**src/rtl/gpu_pkg.sv**
```systemverilog
// Shared GPU definitions: default opcode/chunk widths used by the opcode
// receive path and by the core array, plus the beats-per-opcode helper.
package gpu_pkg;

  localparam int OPCODE_W_DEFAULT = 16;
  localparam int CHUNK_W_DEFAULT  = 8;

  // Number of chunk beats needed to assemble one opcode.
  function automatic int beats_f(input int opcode_w, input int chunk_w);
    return opcode_w / chunk_w;
  endfunction

endpackage

```
**src/rtl/sync_fifo.sv**
```systemverilog
// First-word fall-through FIFO. Owns storage and pointers. A push is
// accepted when not full, or when a pop happens in the same cycle; a pop
// with an empty FIFO is ignored.
module sync_fifo
  import gpu_pkg::*;
#(
  parameter int WIDTH = 16,
  parameter int DEPTH = 4
) (
  input  logic                     clk,
  input  logic                     rst_n,
  input  logic                     push,
  input  logic                     pop,
  input  logic [WIDTH-1:0]         data_in,
  output logic [WIDTH-1:0]         head,
  output logic [$clog2(DEPTH):0]   level,
  output logic                     full,
  output logic                     empty
);

  localparam int PTR_W = $clog2(DEPTH);
  localparam int LVL_W = PTR_W + 1;

  logic [WIDTH-1:0] mem_r [DEPTH];
  logic [PTR_W-1:0] wr_ptr_r;
  logic [PTR_W-1:0] rd_ptr_r;
  logic [LVL_W-1:0] level_r;
  logic             full_s;
  logic             empty_s;
  logic             wr_en_s;
  logic             rd_en_s;

  // Qualify push/pop against the current occupancy.
  always_comb begin
    full_s  = (level_r == LVL_W'(DEPTH));
    empty_s = (level_r == {LVL_W{1'b0}});
    rd_en_s = pop & ~empty_s;
    wr_en_s = push & (~full_s | rd_en_s);
  end

  // Storage write and write pointer; storage is cleared on reset.
  always_ff @(posedge clk or negedge rst_n) begin
    if (!rst_n) begin
      for (int i = 0; i < DEPTH; i++) begin
        mem_r[i] <= {WIDTH{1'b0}};
      end
      wr_ptr_r <= {PTR_W{1'b0}};
    end else if (wr_en_s) begin
      mem_r[wr_ptr_r] <= data_in;
      wr_ptr_r        <= wr_ptr_r + PTR_W'(1);
    end
  end

  // Read pointer and occupancy count; simultaneous push and pop keeps level.
  always_ff @(posedge clk or negedge rst_n) begin
    if (!rst_n) begin
      rd_ptr_r <= {PTR_W{1'b0}};
      level_r  <= {LVL_W{1'b0}};
    end else begin
      if (rd_en_s) begin
        rd_ptr_r <= rd_ptr_r + PTR_W'(1);
      end
      case ({wr_en_s, rd_en_s})
        2'b10:   level_r <= level_r + LVL_W'(1);
        2'b01:   level_r <= level_r - LVL_W'(1);
        default: level_r <= level_r;
      endcase
    end
  end

  assign head  = mem_r[rd_ptr_r];
  assign level = level_r;
  assign full  = full_s;
  assign empty = empty_s;

endmodule

```
**src/rtl/opcode_stream_rx.sv**
```systemverilog
// Opcode stream receiver: assembles OPCODE_W opcodes from CHUNK_W beats
// (first chunk in the MSBs), supports re-alignment via sync, buffers
// completed opcodes in a FIFO and flags dropped opcodes with a sticky
// overflow bit.
module opcode_stream_rx
  import gpu_pkg::*;
#(
  parameter int CHUNK_W  = CHUNK_W_DEFAULT,
  parameter int OPCODE_W = OPCODE_W_DEFAULT,
  parameter int DEPTH    = 4
) (
  input  logic                     clk,
  input  logic                     rst_n,
  input  logic [CHUNK_W-1:0]       chunk_in,
  input  logic                     chunk_valid,
  input  logic                     sync,
  output logic [OPCODE_W-1:0]      opcode_out,
  output logic                     opcode_valid,
  input  logic                     opcode_ready,
  output logic [$clog2(DEPTH):0]   level,
  output logic                     full,
  output logic                     partial,
  output logic                     overflow,
  input  logic                     overflow_clr
);

  localparam int BEATS  = beats_f(OPCODE_W, CHUNK_W);
  localparam int BEAT_W = $clog2(BEATS);
  localparam int ASM_W  = OPCODE_W - CHUNK_W;

  logic [ASM_W-1:0]  asm_r;
  logic [BEAT_W-1:0] beat_r;
  logic              overflow_r;
  logic              beat_last_s;
  logic              push_s;
  logic              pop_s;
  logic              drop_s;
  logic              full_s;
  logic              empty_s;
  logic [OPCODE_W-1:0] word_s;

  // Decode the completing beat and the push/pop/drop events.
  always_comb begin
    beat_last_s = (beat_r == BEAT_W'(BEATS - 1));
    word_s      = {asm_r, chunk_in};
    push_s      = chunk_valid & ~sync & beat_last_s;
    pop_s       = opcode_ready & ~empty_s;
    drop_s      = push_s & full_s & ~pop_s;
  end

  // Assembler shift register and beat counter; sync restarts alignment and
  // a coincident chunk becomes beat 0 of the new word.
  always_ff @(posedge clk or negedge rst_n) begin
    if (!rst_n) begin
      asm_r  <= {ASM_W{1'b0}};
      beat_r <= {BEAT_W{1'b0}};
    end else if (sync) begin
      if (chunk_valid) begin
        asm_r  <= ASM_W'(chunk_in);
        beat_r <= BEAT_W'(1);
      end else begin
        asm_r  <= {ASM_W{1'b0}};
        beat_r <= {BEAT_W{1'b0}};
      end
    end else if (chunk_valid) begin
      asm_r  <= ASM_W'(word_s);
      beat_r <= beat_last_s ? {BEAT_W{1'b0}} : beat_r + BEAT_W'(1);
    end
  end

  // Sticky overflow flag; a drop in the same cycle as a clear wins.
  always_ff @(posedge clk or negedge rst_n) begin
    if (!rst_n) begin
      overflow_r <= 1'b0;
    end else if (drop_s) begin
      overflow_r <= 1'b1;
    end else if (overflow_clr) begin
      overflow_r <= 1'b0;
    end
  end

  sync_fifo #(
    .WIDTH (OPCODE_W),
    .DEPTH (DEPTH)
  ) u_fifo (
    .clk     (clk),
    .rst_n   (rst_n),
    .push    (push_s),
    .pop     (opcode_ready),
    .data_in (word_s),
    .head    (opcode_out),
    .level   (level),
    .full    (full_s),
    .empty   (empty_s)
  );

  assign opcode_valid = ~empty_s;
  assign full         = full_s;
  assign partial      = (beat_r != {BEAT_W{1'b0}});
  assign overflow     = overflow_r;

endmodule

```
**config.mk**
```make
export PLATFORM = sky130hd
export DESIGN_NAME = opcode_stream_rx
export DESIGN_NICKNAME = d
export VERILOG_FILES = /design/src/rtl/gpu_pkg.sv /design/src/rtl/sync_fifo.sv /design/src/rtl/opcode_stream_rx.sv
export SDC_FILE = /design/constraint.sdc
export NUM_CORES = 1
export LEC_CHECK = 0
export BUFFER_PORTS_ARGS = -buffer_cell sky130_fd_sc_hd__buf_2
export CAP_MARGIN = 20
export CORE_MARGIN = 1.5
export CORE_UTILIZATION = 53
export DETAILED_ROUTE_END_ITERATION = 12
export PLACE_DENSITY_LB_ADDON = 0.3
export SLEW_MARGIN = 10
export SYNTH_ARGS = -nofsm -noshare
export SYNTH_HDL_FRONTEND = slang
export SYNTH_SLANG_ARGS = --single-unit
```
**constraint.sdc**
```tcl
create_clock -name clk -period 2.2 [get_ports clk]
set_input_delay 0.44 -clock clk [delete_from_list [all_inputs] [get_ports clk]]
set_output_delay 0.44 -clock clk [all_outputs]
set_load 0.03 [all_outputs]
```
---- Word-level counts from Yosys, hierarchy flattened ----
Cells that the tools add are included.
word-level totals
  register bits after elaboration ......... 81
  bits of input ports ..................... 14
  output and inout bits ................... 23
  word-level logic and storage cells ...... 55
operators by class
  $add $sub $neg .......................... 5
  magnitude comparators ................... 3
  equal/unequal tests ..................... 3
  muxes and demuxes ....................... 16
  bitwise gates (word level) .............. 13
  reductions and logical operators ........ 5
operators by type and width
  cell                   count
  $bwmux W64             1
  $mux W16               3
  $bmux W16 S2           1
  $demux W16 S2          1
  $mux W8                3
  $and A1 B1 Y1          6
  $ge A3 B3 Y1 const B   2
  $mux W1                6
  $not A2 Y3             2
  $pmux W3 S2            1
  $reduce_bool A2 Y1     3
  $add A2 B1 Y2 const B  2
  $not A1 Y1             4
  $add A3 B1 Y3 const B  1
  $eq A3 B3 Y1 const B   1
  $logic_not A3 Y1       1
  $lt A3 B1 Y1 const B   1
  $sub A3 B1 Y3 const B  1
  $eq A2 B1 Y1 const B   1
  $eq A2 B2 Y1 const B   1
  $add A1 B1 Y1 const B  1
  $logic_and A1 B1 Y1    1
  $or A1 B1 Y1           1

---- Depth between registers and ports, before layout ----
  depth in word-level cells ............... 7
  depth in mapped cells ................... 9
  mapped depth without buffers ............ 8

---- Hierarchy ----
From an unflattened synthesis, not the netlist that was laid out.
unflattened totals
  cell total of the unflattened synthesis .. 234
  area total of the unflattened synthesis .. 3654.8 µm²
by module, submodules not included
  module            times used  cells each  area an instance (µm²)  sequential area each (µm²)
  sync_fifo         1           207         3270.6                  1776.7
  opcode_stream_rx  1           27          384.1                   250.2

---- Worst setup path after synthesis ----
No wires, ideal clock.
  kind .................................... reg-to-reg
  start ................................... register u_fifo.level_r[0] (netlist: u_fifo.level[0])
  end ..................................... register u_fifo.level_r[2] (netlist: u_fifo.level[2])
  library setup time ...................... 0.081 ns
  arrival time ............................ 2.310 ns
  required time ........................... 2.119 ns
  setup slack ............................. -0.191 ns
  cell stages (with the launch flop) ...... 10
  buffers on the path ..................... 1
  clock period less this slack ............ 2.391 ns
  cells stage by stage .................... dfrtp_1 > or4b_4 > buf_6 > nand2_1 > ha_1 > inv_1 > fa_1 > xor2_1 > nor2_1 > xor2_1
between the ends
  longest elaborated chain between the ends .. 7
  elaborated cells between the ends (all ways) .. 13
  classes of those cells .................. 2 x add/sub; 3 x eq/ne; 1 x mux; 5 x bitwise; 2 x reduce/logical
RTL lines
  element                                            RTL line         text
  start, declared                                    sync_fifo.sv:27  logic [LVL_W-1:0] level_r;
  start signal, assigned                             sync_fifo.sv:58  level_r <= {LVL_W{1'b0}};
  start signal, assigned                             sync_fifo.sv:64  2'b10: level_r <= level_r + LVL_W'(1);
  start signal, assigned                             sync_fifo.sv:65  2'b01: level_r <= level_r - LVL_W'(1);
  $logic_not A3 Y1                                   sync_fifo.sv:36  empty_s = (level_r == {LVL_W{1'b0}});
  $not A1 Y1                                         sync_fifo.sv:37  rd_en_s = pop & ~empty_s;
  $and A1 B1 Y1                                      sync_fifo.sv:37
  $or A1 B1 Y1                                       sync_fifo.sv:38  wr_en_s = push & (~full_s | rd_en_s);
  $and A1 B1 Y1                                      sync_fifo.sv:38
  $eq A2 B1 Y1 or $eq A2 B2 Y1 (tied branches)       sync_fifo.sv:63  case ({wr_en_s, rd_en_s})
  $pmux W3 S2 or $reduce_bool A2 Y1 (tied branches)  -
Parallel ways exist; a longest one is shown, timed or not.
A chain may end at the register's enable or synchronous reset.

---- Worst setup path after layout ----
  start ................................... register u_fifo.rd_ptr_r[0]
  end ..................................... output opcode_out[8]
between the ends
  longest elaborated chain between the ends .. 4
RTL lines
  element                                       RTL line                text
  start, declared                               sync_fifo.sv:26         logic [PTR_W-1:0] rd_ptr_r;
  start signal, assigned                        sync_fifo.sv:57         rd_ptr_r <= {PTR_W{1'b0}};
  start signal, assigned                        sync_fifo.sv:61         rd_ptr_r <= rd_ptr_r + PTR_W'(1);
  $not A2 Y3 (not written as such)              sync_fifo.sv:71         assign head = mem_r[rd_ptr_r];
  $bmux W16 S2                                  sync_fifo.sv:71
  $mux W16 (not written as such) (2 in series)  sync_fifo.sv:71
  end, declared                                 opcode_stream_rx.sv:17  output logic [OPCODE_W-1:0] opcode_out,
Every way passes these cells. The select of a mux whose other input is x is not followed.

==> qor_table.md <==
| Item | Value |
| --- | --- |
| Result of the run | finished clean |
| Height of the chip | 87.54 µm |
| Endpoint arrival time on the critical path | 1690 ps |
| Combined global-route utilization of all metal layers | 19.59% |
| Die Width | 87.54 µm |
| Number of register bits inferred by synthesis | 81 |
| Root cell of the clock tree | clkbuf_8 |
| Number of max-cap violations | 0 |
| Core outline area | 0.006869 mm² |
| RSZ-0062 raised after global routing | no |
| Antenna Diode Count | 0 |
| Mean post-synth cell area | 17.45 µm² |
| Synth-to-Final Area Change | 15.03% |
| Synth Warn # | 0 |
| Final TNS setup | 0 ps |
| DR pass1 iterations | 4 |
| Summed area of non-filler cells in the final layout | 0.004357 mm² |
| Cell count after synthesis | 217 |
| Die area | 0.007662 mm² |
| Part of the Yosys area used for sequential elements | 53.52% |
| Maximum number of pins on one net before global-route repair | 43 |
| Share of async-settable or async-resettable flops after synthesis | 100.0% |
| Post-synthesis net count | 237 |
| Number of routed nets with antenna violations | 0 |
| Synth area leader | dfrtp_1 |
| Number of sinks driven by the clock tree | 81 |
| Initial core utilization | 55.14% |
| Post-route setup slack | 72.80 ps |
| Number of enable flip-flop cells after synthesis | 0 |
| Clock transition at the registers of the reported paths | 80 ps |
| Synthesized area | 0.003787 mm² |
| Worst slack, placed | 5.848 ps |
| Number of antenna violations at the first check in global routing | 0 |
| Total global routing overflow | 0 |
| Average wire length per cell after detail routing | 18.26 µm |
| Post_cts resized | 0 |
| Met3 global-route usage | 3.959% |
| Hold Fails Final Rpt | 0 |
| CTS Buffer Depth | 2 |
| Global placer's final weighted congestion | 0.6965 |
| Deepest level of the CTS H-tree | 3 |
| Met2 layer usage reported by global route | 26.78% |
| Vias in the first global route | 2070 |
| Total half-perimeter wirelength after legalization and detailed placement | 4342 µm |
| Final-layout fill cell count | 528 |
| Top cells by area, synth | dfrtp_1, mux2_4, mux4_2, mux2_2, buf_12 |
| Post-Route WL | 6701 µm |
| Most heavily used metal layer in global routing | met1 |
| Drt drc | 0 |
| Placement Cell Area | 0.004153 mm² |
| Worst Tran Pin Value | 564.9 ps |
| Iteration-0 DRC count of the detailed router | 101 |
| Final min period | 2127 ps |
| Number of max-slew violations in the final report | 0 |
| Non-Filler Instances | 367 |
| First-pass GRT wire length | 10960 µm |
| Most frequent cells after synthesis | dfrtp_1, mux2_4, mux2_2 |
| Worst setup path class | reg -> out |
| Synth top area share | 53.52% |
| Endpoint type of the worst setup path | output pin |
| Maximum vdd ir drop | 0.7594 mV |
| Crit Path Max Fanout | 18 |
| TritonCTS clock tree | built |
| Power per cell area | 1512 mW/mm² |
| Buffer count from post-CTS setup fixing | 0 |
| Hold buffers post-CTS | 0 |
| Worst clock skew on the final layout | 7.491 ps |
| DR vias | 1999 |
| Most frequent cell after synthesis | dfrtp_1 |
| Startpoint types | register |
| Ports placed on the boundary | 37 |
| Inserted Clock Buffers | 9 |
| # port buffers | 36 |
| Main synth FF type | dfrtp_1 |
| Headroom to the max-slew limit | 62.34% |
| Via density per instance | 5.447 |
| Standby leakage power | 2.131 nW |
| Later-pin clock latency in the skew report | 360 ps |
| Total Nets Final | 286 |
| Endpoints failing setup | 0 |
| Maximum operating frequency | 0.4701 GHz |
| Class of the tightest hold or removal check | in -> async |
| Crit share post-route | 96.69% |
| Worst path required time | 1760 ps |
| Total placed cells including tap cells | 351 |
| Fraction of layout cells with a size suffix above 1 | 58.67% |
| Unique masters post-synth | 26 |
| Placement row count | 30 |
| GR met1 Demand/Resource | 30.09% |
critical path, cell delays in order (launching register included):
cell and delay (ps):
dfrtp_1 380, buf_12 200, mux4_2 540, buf_2 200
sequential cells by signal (all words and copies together) (netlist names):
register	flops
asm_r	8
u_fifo.wr_ptr_r	2
u_fifo.level	3
u_fifo.rd_ptr_r	2
overflow	1
partial	1
u_fifo.mem_r	64
report_power, final:
group,total [mW],internal [mW],switching (mW)
clock network,1.11,0.557,0.558
logic,2.95,1.53,1.41
registers,2.53,2.14,0.384
cell families (layout without fill, tap and decap cells):
kind of cell / Yosys count / in the layout / synth area share [%]
mux: 82 / 82 / 33.07
flops: 81 / 81 / 53.52
buf+inv: 18 / 72 / 3.964
simple gates: 13 / 13 / 3.370
compound gates: 10 / 10 / 2.280
xor+xnor: 7 / 7 / 1.619
fa+ha+maj: 6 / 6 / 2.180
metrics by stage:
stage / total power, mW / hold WS [ps] / util, %
4_1_cts: 6.653 / 66.41 / 63.42
5_1_grt: 6.945 / 95.76 / 63.42
3_3_place_gp: 5.444 / 464.8 / 60.46
3_5_place_dp: 5.523 / 465.1 / 60.46
2_1_floorplan: 4.799 / 144.4 / -
6_report: 6.586 / 59.99 / 63.42
final cells by class:
type                       count  area, µm²  share of cell area (%)
sequential                    81       2031                   46.61
inverter                       7      26.28                  0.6031
clock inverter                 6      66.31                   1.522
multi-input combinational    118       1633                   37.48
timing repair buffer          49      342.8                   7.869
tap                           96      120.1                   2.757
clock buffer                  10      137.6                   3.159
per-layer routing:
layer / up-vias / routed length (µm)
met5: - / 0
met4: 0 / 119
met3: 11 / 212
met2: 40 / 2933
met1: 1053 / 3436
li1: 895 / -
final timing paths:
path,startpoint,endpoint,slack (ps),cells after the start
max reg2reg,u_fifo.level[0],u_fifo.level[2],120,8
min,rst_n,u_fifo.mem_r[38],60,1
min in group clk,overflow_clr,overflow,270,2
max in group asynchronous,rst_n,u_fifo.mem_r[49],1530,2
min reg2reg,u_fifo.mem_r[17],u_fifo.mem_r[17],500,1
max,u_fifo.rd_ptr_r[0],opcode_out[8],70,3
placed cells by master, fill, tap and decap left out:
cell and instances:
nand2b_1 1, nand2_1 1, a22o_1 8, buf_4 9, clkinvlp_4 3, and3b_1 1, buf_2 35, inv_6 1
dfrtp_2 3, and3_1 1, ha_1 4, xnor2_1 4, or4b_4 1, mux2_2 25, mux2_4 40, buf_12 5
o31a_2 1, or3_2 1, nand2_4 1, nor2_1 2, o22ai_1 1, bufinv_16 1, dfrtp_1 78, fa_2 1
clkinv_2 1, inv_1 7, nand3_4 4, xor2_1 3, clkbuf_8 10, mux4_2 16, ha_4 1, mux2i_1 1
(Power assumes the default switching activity.)
